--- src/rtl/seg7_pkg.sv ---
// rtl/seg7_pkg.sv - shared constants, types and decode helper for the 7-segment scan display
//
// Purpose: segment patterns (active-high, bit0=a .. bit6=g, bit7=dp), the
// display page enum, digit-position constants and the BCD-to-segment decoder.
// Ports: none (package).

package seg7_pkg;

    localparam logic [7:0] SEG_0     = 8'h3F;
    localparam logic [7:0] SEG_1     = 8'h06;
    localparam logic [7:0] SEG_2     = 8'h5B;
    localparam logic [7:0] SEG_3     = 8'h4F;
    localparam logic [7:0] SEG_4     = 8'h66;
    localparam logic [7:0] SEG_5     = 8'h6D;
    localparam logic [7:0] SEG_6     = 8'h7D;
    localparam logic [7:0] SEG_7     = 8'h07;
    localparam logic [7:0] SEG_8     = 8'h7F;
    localparam logic [7:0] SEG_9     = 8'h6F;
    localparam logic [7:0] SEG_BLANK = 8'h00;

    localparam logic [7:0] SEG_DP    = 8'h80;

    typedef enum logic {
        PAGE_HHMM = 1'b0,
        PAGE_MMSS = 1'b1
    } page_e;

    // Digit positions as seen by the scan index (0 = rightmost digit).
    // The colon dot lives on the digit left of the middle gap.
    localparam logic [1:0] POS_COLON = 2'd2;
    localparam logic [1:0] POS_LEFT  = 2'd3;

    // Non-decimal nibbles decode to an all-off digit rather than hex glyphs.
    function automatic logic [7:0] bcd_to_seg(input logic [3:0] bcd);
        logic [7:0] seg;
        case (bcd)
            4'd0:    seg = SEG_0;
            4'd1:    seg = SEG_1;
            4'd2:    seg = SEG_2;
            4'd3:    seg = SEG_3;
            4'd4:    seg = SEG_4;
            4'd5:    seg = SEG_5;
            4'd6:    seg = SEG_6;
            4'd7:    seg = SEG_7;
            4'd8:    seg = SEG_8;
            4'd9:    seg = SEG_9;
            default: seg = SEG_BLANK;
        endcase
        return seg;
    endfunction

endpackage

--- src/rtl/button_debounce.sv ---
// rtl/button_debounce.sv - two-flop synchronizer plus stable-count debouncer
//
// Purpose: turns a raw asynchronous push button into a clean level and a
// one-cycle rising-edge pulse. The level only changes after DB_CYCLES
// consecutive synchronized samples disagree with it; any agreeing sample
// restarts the count.
// Ports:
//   CLK    in   system clock
//   RESET  in   synchronous active-high reset
//   raw    in   asynchronous button input, active-high
//   level  out  debounced button level
//   rise   out  one-cycle pulse, coincident with the clock edge at which
//               level goes from 0 to 1 (combinational from the flops)

module button_debounce #(
    parameter int DB_CYCLES = 50000
) (
    input  logic CLK,
    input  logic RESET,
    input  logic raw,
    output logic level,
    output logic rise
);

    localparam int CW = $clog2(DB_CYCLES + 1);

    logic          sync1_q, sync1_d;
    logic          sync2_q, sync2_d;
    logic          level_q, level_d;
    logic [CW-1:0] cnt_q,   cnt_d;

    always_comb begin
        sync1_d = raw;
        sync2_d = sync1_q;
        level_d = level_q;
        cnt_d   = '0;
        if (sync2_q != level_q) begin
            // cnt_q counts disagreeing samples already seen; this sample is
            // one more, so the DB_CYCLES-th one flips the level.
            if (cnt_q == CW'(DB_CYCLES - 1)) begin
                level_d = sync2_q;
                cnt_d   = '0;
            end else begin
                cnt_d = cnt_q + CW'(1);
            end
        end
    end

    always_ff @(posedge CLK) begin
        if (RESET) begin
            sync1_q <= 1'b0;
            sync2_q <= 1'b0;
            level_q <= 1'b0;
            cnt_q   <= '0;
        end else begin
            sync1_q <= sync1_d;
            sync2_q <= sync2_d;
            level_q <= level_d;
            cnt_q   <= cnt_d;
        end
    end

    assign level = level_q;
    assign rise  = level_d & ~level_q;

endmodule

--- src/rtl/seg7_scan_display.sv ---
// rtl/seg7_scan_display.sv - 4-digit multiplexed 7-segment driver for the 24h clock
//
// Purpose: scans four digits of the BCD time (HH:MM or MM:SS page, chosen by
// a debounced button), with a blank slot between digits against ghosting,
// hour-tens leading-zero blanking, a colon dot that toggles on each 1 Hz tick
// and per-frame snapshots of the time so a frame never mixes two times.
// Ports:
//   CLK       in   system clock
//   RESET     in   synchronous active-high reset
//   DIGITS    in   {H10,H1,M10,M1,S10,S1} BCD nibbles, H10 in [23:20]
//   TICK      in   one-cycle 1 Hz pulse
//   BTN_PAGE  in   raw page button, active-high
//   LED       out  segments a..g in bits 0..6, dp in bit 7, active-high
//   SA        out  one-hot digit strobe, SA[0] = rightmost digit

module seg7_scan_display
    import seg7_pkg::*;
#(
    parameter int SCAN_DIV  = 25000,
    parameter int DB_CYCLES = 50000,
    parameter bit LZ_BLANK  = 1'b1
) (
    input  logic        CLK,
    input  logic        RESET,
    input  logic [23:0] DIGITS,
    input  logic        TICK,
    input  logic        BTN_PAGE,
    output logic [7:0]  LED,
    output logic [3:0]  SA
);

    localparam int PW = (SCAN_DIV > 2) ? $clog2(SCAN_DIV) : 1;

    logic [PW-1:0] presc_q, presc_d;
    logic [1:0]    idx_q,   idx_d;
    logic          first_q, first_d;
    logic [23:0]   snap_q,  snap_d;
    page_e         page_q,  page_d;
    page_e         page_shown_q, page_shown_d;
    logic          blink_q, blink_d;

    logic          strobe;
    logic          snap_take;
    logic          btn_rise;
    logic          btn_level_unused;

    // The page button only needs its press edge here; the steady level is
    // kept on the sub-module for other users of the debouncer.
    button_debounce #(
        .DB_CYCLES (DB_CYCLES)
    ) u_btn_page (
        .CLK   (CLK),
        .RESET (RESET),
        .raw   (BTN_PAGE),
        .level (btn_level_unused),
        .rise  (btn_rise)
    );

    // ------------------------------------------------------------------
    // Scan timing, snapshot, page and colon state
    // ------------------------------------------------------------------
    assign strobe = (presc_q == PW'(SCAN_DIV - 1));

    // A new frame's data is captured in the very first cycle out of reset
    // and at the strobe that moves the scan from the leftmost digit back to
    // digit 0, so the whole next frame is drawn from one sample.
    assign snap_take = first_q | (strobe & (idx_q == POS_LEFT));

    always_comb begin
        presc_d      = strobe ? '0 : presc_q + PW'(1);
        idx_d        = strobe ? idx_q + 2'd1 : idx_q;
        first_d      = 1'b0;
        snap_d       = snap_take ? DIGITS : snap_q;
        // page_shown takes the pre-edge page, so a press landing on a
        // snapshot edge becomes visible one frame later.
        page_shown_d = snap_take ? page_q : page_shown_q;
        page_d       = page_q;
        if (btn_rise) begin
            page_d = (page_q == PAGE_HHMM) ? PAGE_MMSS : PAGE_HHMM;
        end
        blink_d      = blink_q ^ TICK;
    end

    always_ff @(posedge CLK) begin
        if (RESET) begin
            presc_q      <= '0;
            idx_q        <= 2'd0;
            first_q      <= 1'b1;
            snap_q       <= 24'h000000;
            page_q       <= PAGE_HHMM;
            page_shown_q <= PAGE_HHMM;
            blink_q      <= 1'b0;
        end else begin
            presc_q      <= presc_d;
            idx_q        <= idx_d;
            first_q      <= first_d;
            snap_q       <= snap_d;
            page_q       <= page_d;
            page_shown_q <= page_shown_d;
            blink_q      <= blink_d;
        end
    end

    // ------------------------------------------------------------------
    // Digit selection and segment drive
    // ------------------------------------------------------------------
    logic [15:0] window;
    logic [3:0]  nibble;
    logic [7:0]  seg;
    logic        dp;
    logic        display_on;

    always_comb begin
        // The page picks which four of the six nibbles are visible; within
        // that window idx addresses nibbles from the right.
        window = (page_shown_q == PAGE_MMSS) ? snap_q[15:0] : snap_q[23:8];
        nibble = window[{idx_q, 2'b00} +: 4];
        seg    = bcd_to_seg(nibble);
        if (LZ_BLANK && (page_shown_q == PAGE_HHMM) &&
            (idx_q == POS_LEFT) && (nibble == 4'd0)) begin
            seg = SEG_BLANK;
        end
        dp = (idx_q == POS_COLON) & blink_q;
    end

    // Prescaler value 0 is exactly the cycle after a strobe (and the first
    // cycle after reset), which is the anti-ghost blank slot.
    assign display_on = (presc_q != '0);

    always_comb begin
        LED = SEG_BLANK;
        SA  = 4'b0000;
        if (display_on) begin
            LED = seg | (dp ? SEG_DP : SEG_BLANK);
            SA  = 4'b0001 << idx_q;
        end
    end

endmodule

--- config.mk ---
export PLATFORM = sky130hd
export DESIGN_NAME = seg7_scan_display
export DESIGN_NICKNAME = d
export VERILOG_FILES = /design/src/rtl/seg7_pkg.sv /design/src/rtl/button_debounce.sv /design/src/rtl/seg7_scan_display.sv
export SDC_FILE = /design/constraint.sdc
export NUM_CORES = 1
export LEC_CHECK = 0
export CAP_MARGIN = 20
export CORE_AREA = 2 2 66 130
export DETAILED_ROUTE_END_ITERATION = 8
export DIE_AREA = 0 0 68 132
export PLACE_DENSITY_LB_ADDON = 0.3
export SETUP_SLACK_MARGIN = 0.3
export SYNTH_ARGS = -nofsm -noshare
export SYNTH_HDL_FRONTEND = slang
export SYNTH_SLANG_ARGS = --single-unit
--- constraint.sdc ---
create_clock -name CLK -period 4.6 [get_ports CLK]
set_input_delay 0.46 -clock CLK [delete_from_list [all_inputs] [get_ports CLK]]
set_output_delay 0.46 -clock CLK [all_outputs]
set_load 0.05 [all_outputs]
==> out/metrics.cfg <==
[run_status]
status = completed

[clock_network]
cts.repair.resized = 0
cts_htree_levels = 3
path_clk_slew_ns = 0.05
cts_buffers = 9
clock_path_buffers = 2
clockRootBuffer = clkbuf_16
clock_sinks = 64
cts_hold_buffers = 0
post-cts-setup-buffer-count = 0
tritoncts = yes
clk_latency_ns = 0.33

[sta]
finalCritPeriodShare_pct = 83.8
max_freq_mhz = 259
rsz0062_at_grt = false
clock_skew_ns = 0.00648
worst_slew_pin_slew_ns = 0.594
maxSlewViolCount = 0
slew_headroom_pct = 59.3
finalHoldViolCount = 0
setup_violations = 0
fin_setup_tns_ns = 0
min_period_ns = 3.86

[logic_synthesis]
yosysTopAreaCellShare_pct = 41.3
synth-edff-count = 0
synthTopCellsByArea = dfxtp_1 41%, nand2_1 8.2%, nor2_1 5.8%
synth_flop_cell = dfxtp_1
ys_ff_latch = 64
yosysTopAreaCell = dfxtp_1
syn-num-nets = 399
synth.distinct_cells = 45
yosys_warnings = 0
async_reset_ff_share_pct = 0
syn_avg_cell_area_um2 = 8.67
seq_area_frac_synth_pct = 41.3
syn_area_um2 = 3110
synth_most_common_cell = nand2_1
syn_inst = 358
synth_common_cells = 68 x nand2_1, 64 x dfxtp_1, 48 x nor2_1, 32 x a21oi_1

[flow_run]
max_cap_violations = 0

[worst_setup_path]
path_depth = 6
reg2reg_depth = 5
worstPathRequired_ns = 4.14
startpoint_type = flip-flop
worstPathMaxFanout = 11
critical_path_buf_inv_count = 1
cp_data_arrival_time_ns = 3.40
path_class = flip-flop to output port
path_cells = mux4_2 -> mux2i_1 -> nand2_1 -> a21bo_2 -> a21oi_1 -> clkdlybuf4s50_1
endpoint_kind = output port
critPathTopFamily = multiplexers
critPathSlowestCell = clkdlybuf4s50_1
worst_path_largest_cell_delay_ns = 0.82

[route]
wire_per_inst_um = 13.2
num_vias = 2476
ant_nets = 0
drt-vias-per-instance = 5.00
drtIter0Drc = 100
drt-total-wl_um = 6530
drcViolationCount = 0
drt-pass1-iter-count = 4

[power]
power_w = 0.00136
leakagePower_nw = 1.38
seq_power_share_pct = 42.9
p_switching_w = 0.000330
power.density_nw_per_um2 = 357
ir_worst_vdd_mv = 0.206
p_int_w = 0.00103
clockPowerShare_pct = 45.0
sw_frac_of_total_pct = 24.3
pwr-share-comb_pct = 12.1

[placement]
gp_congestion = 0.761
hpwl_um = 4890
port_buffers = 39

[grt]
grt_antenna_before_repair = 0
grt_overflow = 0
grtUsageTotal_pct = 16.4
grt_max_degree = 37
grt_pass1_wl_um = 11300
grt_pass1_vias = 2551

[cells_and_area]
antennaDiodeCount = 0
layout-drive-gt1-share_pct = 8.02
fillers = 780
fin_nets = 436
syn_to_final_growth_pct = 22.6

[die]
start_util_pct = 39.1
dieArea_um2 = 8980
rows = 46
die_h_um = 132
pin_count = 40
core-area_um2 = 7940
die_w_um = 68

[worst_hold_path]
hp-class = flip-flop to flip-flop
holdPathStages = 1

## power by group through the flow
stage	logic, W	clock network [W]	registers, W
3_5_place_dp	0.000166	0	0.000594
3_3_place_gp	0.000164	0	0.000594
5_1_grt	0.000179	0.000649	0.000585
4_1_cts	0.000166	0.000629	0.000583
6_report	0.000165	0.000612	0.000583
2_1_floorplan	0.000108	0	0.000590
## cell families (layout without fill, tap and decap cells)
family | after synthesis | after routing | share of synthesized area [%]
adder cells (fa/ha/maj) | 13 | 13 | 5.24
buffers and inverters | 27 | 68 | 4.63
AND/OR/NAND/NOR | 164 | 164 | 24.7
multiplexers | 16 | 16 | 7.33
AO/OA/AOI/OAI | 44 | 44 | 8.34
flip-flops | 64 | 64 | 41.3
XOR/XNOR | 30 | 30 | 8.46
## worst register-to-register path, cell delays in order (launching register included)
cell,delay [ns]
dfxtp_1,0.33
or4_4,0.56
nor4_4,0.49
a21o_4,0.34
nand2_1,0.15
a21oi_1,0.15
## sequential cells by signal (all words and copies together) (netlist names)
| signal | flops |
|---|---|
| snap_q | 24 |
| u_btn_page.cnt_q | 16 |
| presc_q | 15 |
| idx_q | 2 |
| blink_q | 1 |
| first_q | 1 |
| page_q | 1 |
| page_shown_q | 1 |
| u_btn_page.level | 1 |
| u_btn_page.sync1_q | 1 |
| u_btn_page.sync2_q | 1 |
## per-stage QoR
| step | hold slack [ns] | instances | utilization (%) | instance area, um^2 | setup slack, ns |
|---|---|---|---|---|---|
| final | 0.432 | 495 | 47.9 | 3810 | 0.743 |
| after global routing | 0.454 | 495 | 47.9 | 3810 | 0.453 |
| after CTS | 0.439 | 495 | 47.9 | 3810 | 0.705 |
| after detailed placement | 0.427 | 480 | 44.5 | 3530 | 1.06 |
| after global placement | 0.419 | 480 | 44.5 | 3530 | 1.16 |
| after floorplan | 0.414 | 358 | - | 3110 | 1.51 |
## metal layers
| layer | up-vias | GRT usage (%) | wire, um |
|---|---|---|---|
| met5 | - | 0 | 0 |
| met4 | 0 | 8.67 | 188 |
| met3 | 10 | 4.01 | 184 |
| met2 | 42 | 28.2 | 3530 |
| met1 | 1153 | 17.7 | 2630 |
| li1 | 1271 | - | - |
## cells in the final DEF, fill, tap and decap left out, types with 3 or more instances in the layout
master,count
a21oi_1,32
and2_1,5
and3_1,3
clkbuf_16,9
clkdlybuf4s50_1,39
dfxtp_1,64
ha_1,13
inv_1,12
mux2i_1,9
mux4_2,5
nand2_1,68
nand3_1,13
nand4_1,5
nor2_1,48
nor3_1,4
o21ai_0,3
or3_1,3
xnor2_1,15
xor2_1,15
## path summary, 6_finish.rpt
path	from	endpoint	slack (ns)
setup / recovery	idx_q[0]$_SDFFE_PP0N_	LED[0]	0.74
hold / removal	u_btn_page.sync1_q$_SDFF_PP0_	u_btn_page.sync2_q$_SDFF_PP0_	0.43
setup reg to reg	presc_q[9]$_SDFF_PP0_	snap_q[5]$_SDFFE_PP0P_	2.51
hold reg to reg	u_btn_page.sync1_q$_SDFF_PP0_	u_btn_page.sync2_q$_SDFF_PP0_	0.43
## final cells by class
| cell class | count | area (um^2) | area share, % |
|---|---|---|---|
| flip-flops and latches | 64 | 1280 | 33.7 |
| multi-input cells | 267 | 1680 | 44.1 |
| inverters | 12 | 45.0 | 1.18 |
| repair buffers | 41 | 405 | 10.7 |
| clock buffers | 12 | 256 | 6.74 |
| well taps | 96 | 120 | 3.16 |
| clock inverters | 3 | 17.5 | 0.460 |
(Power assumes the default switching activity.)
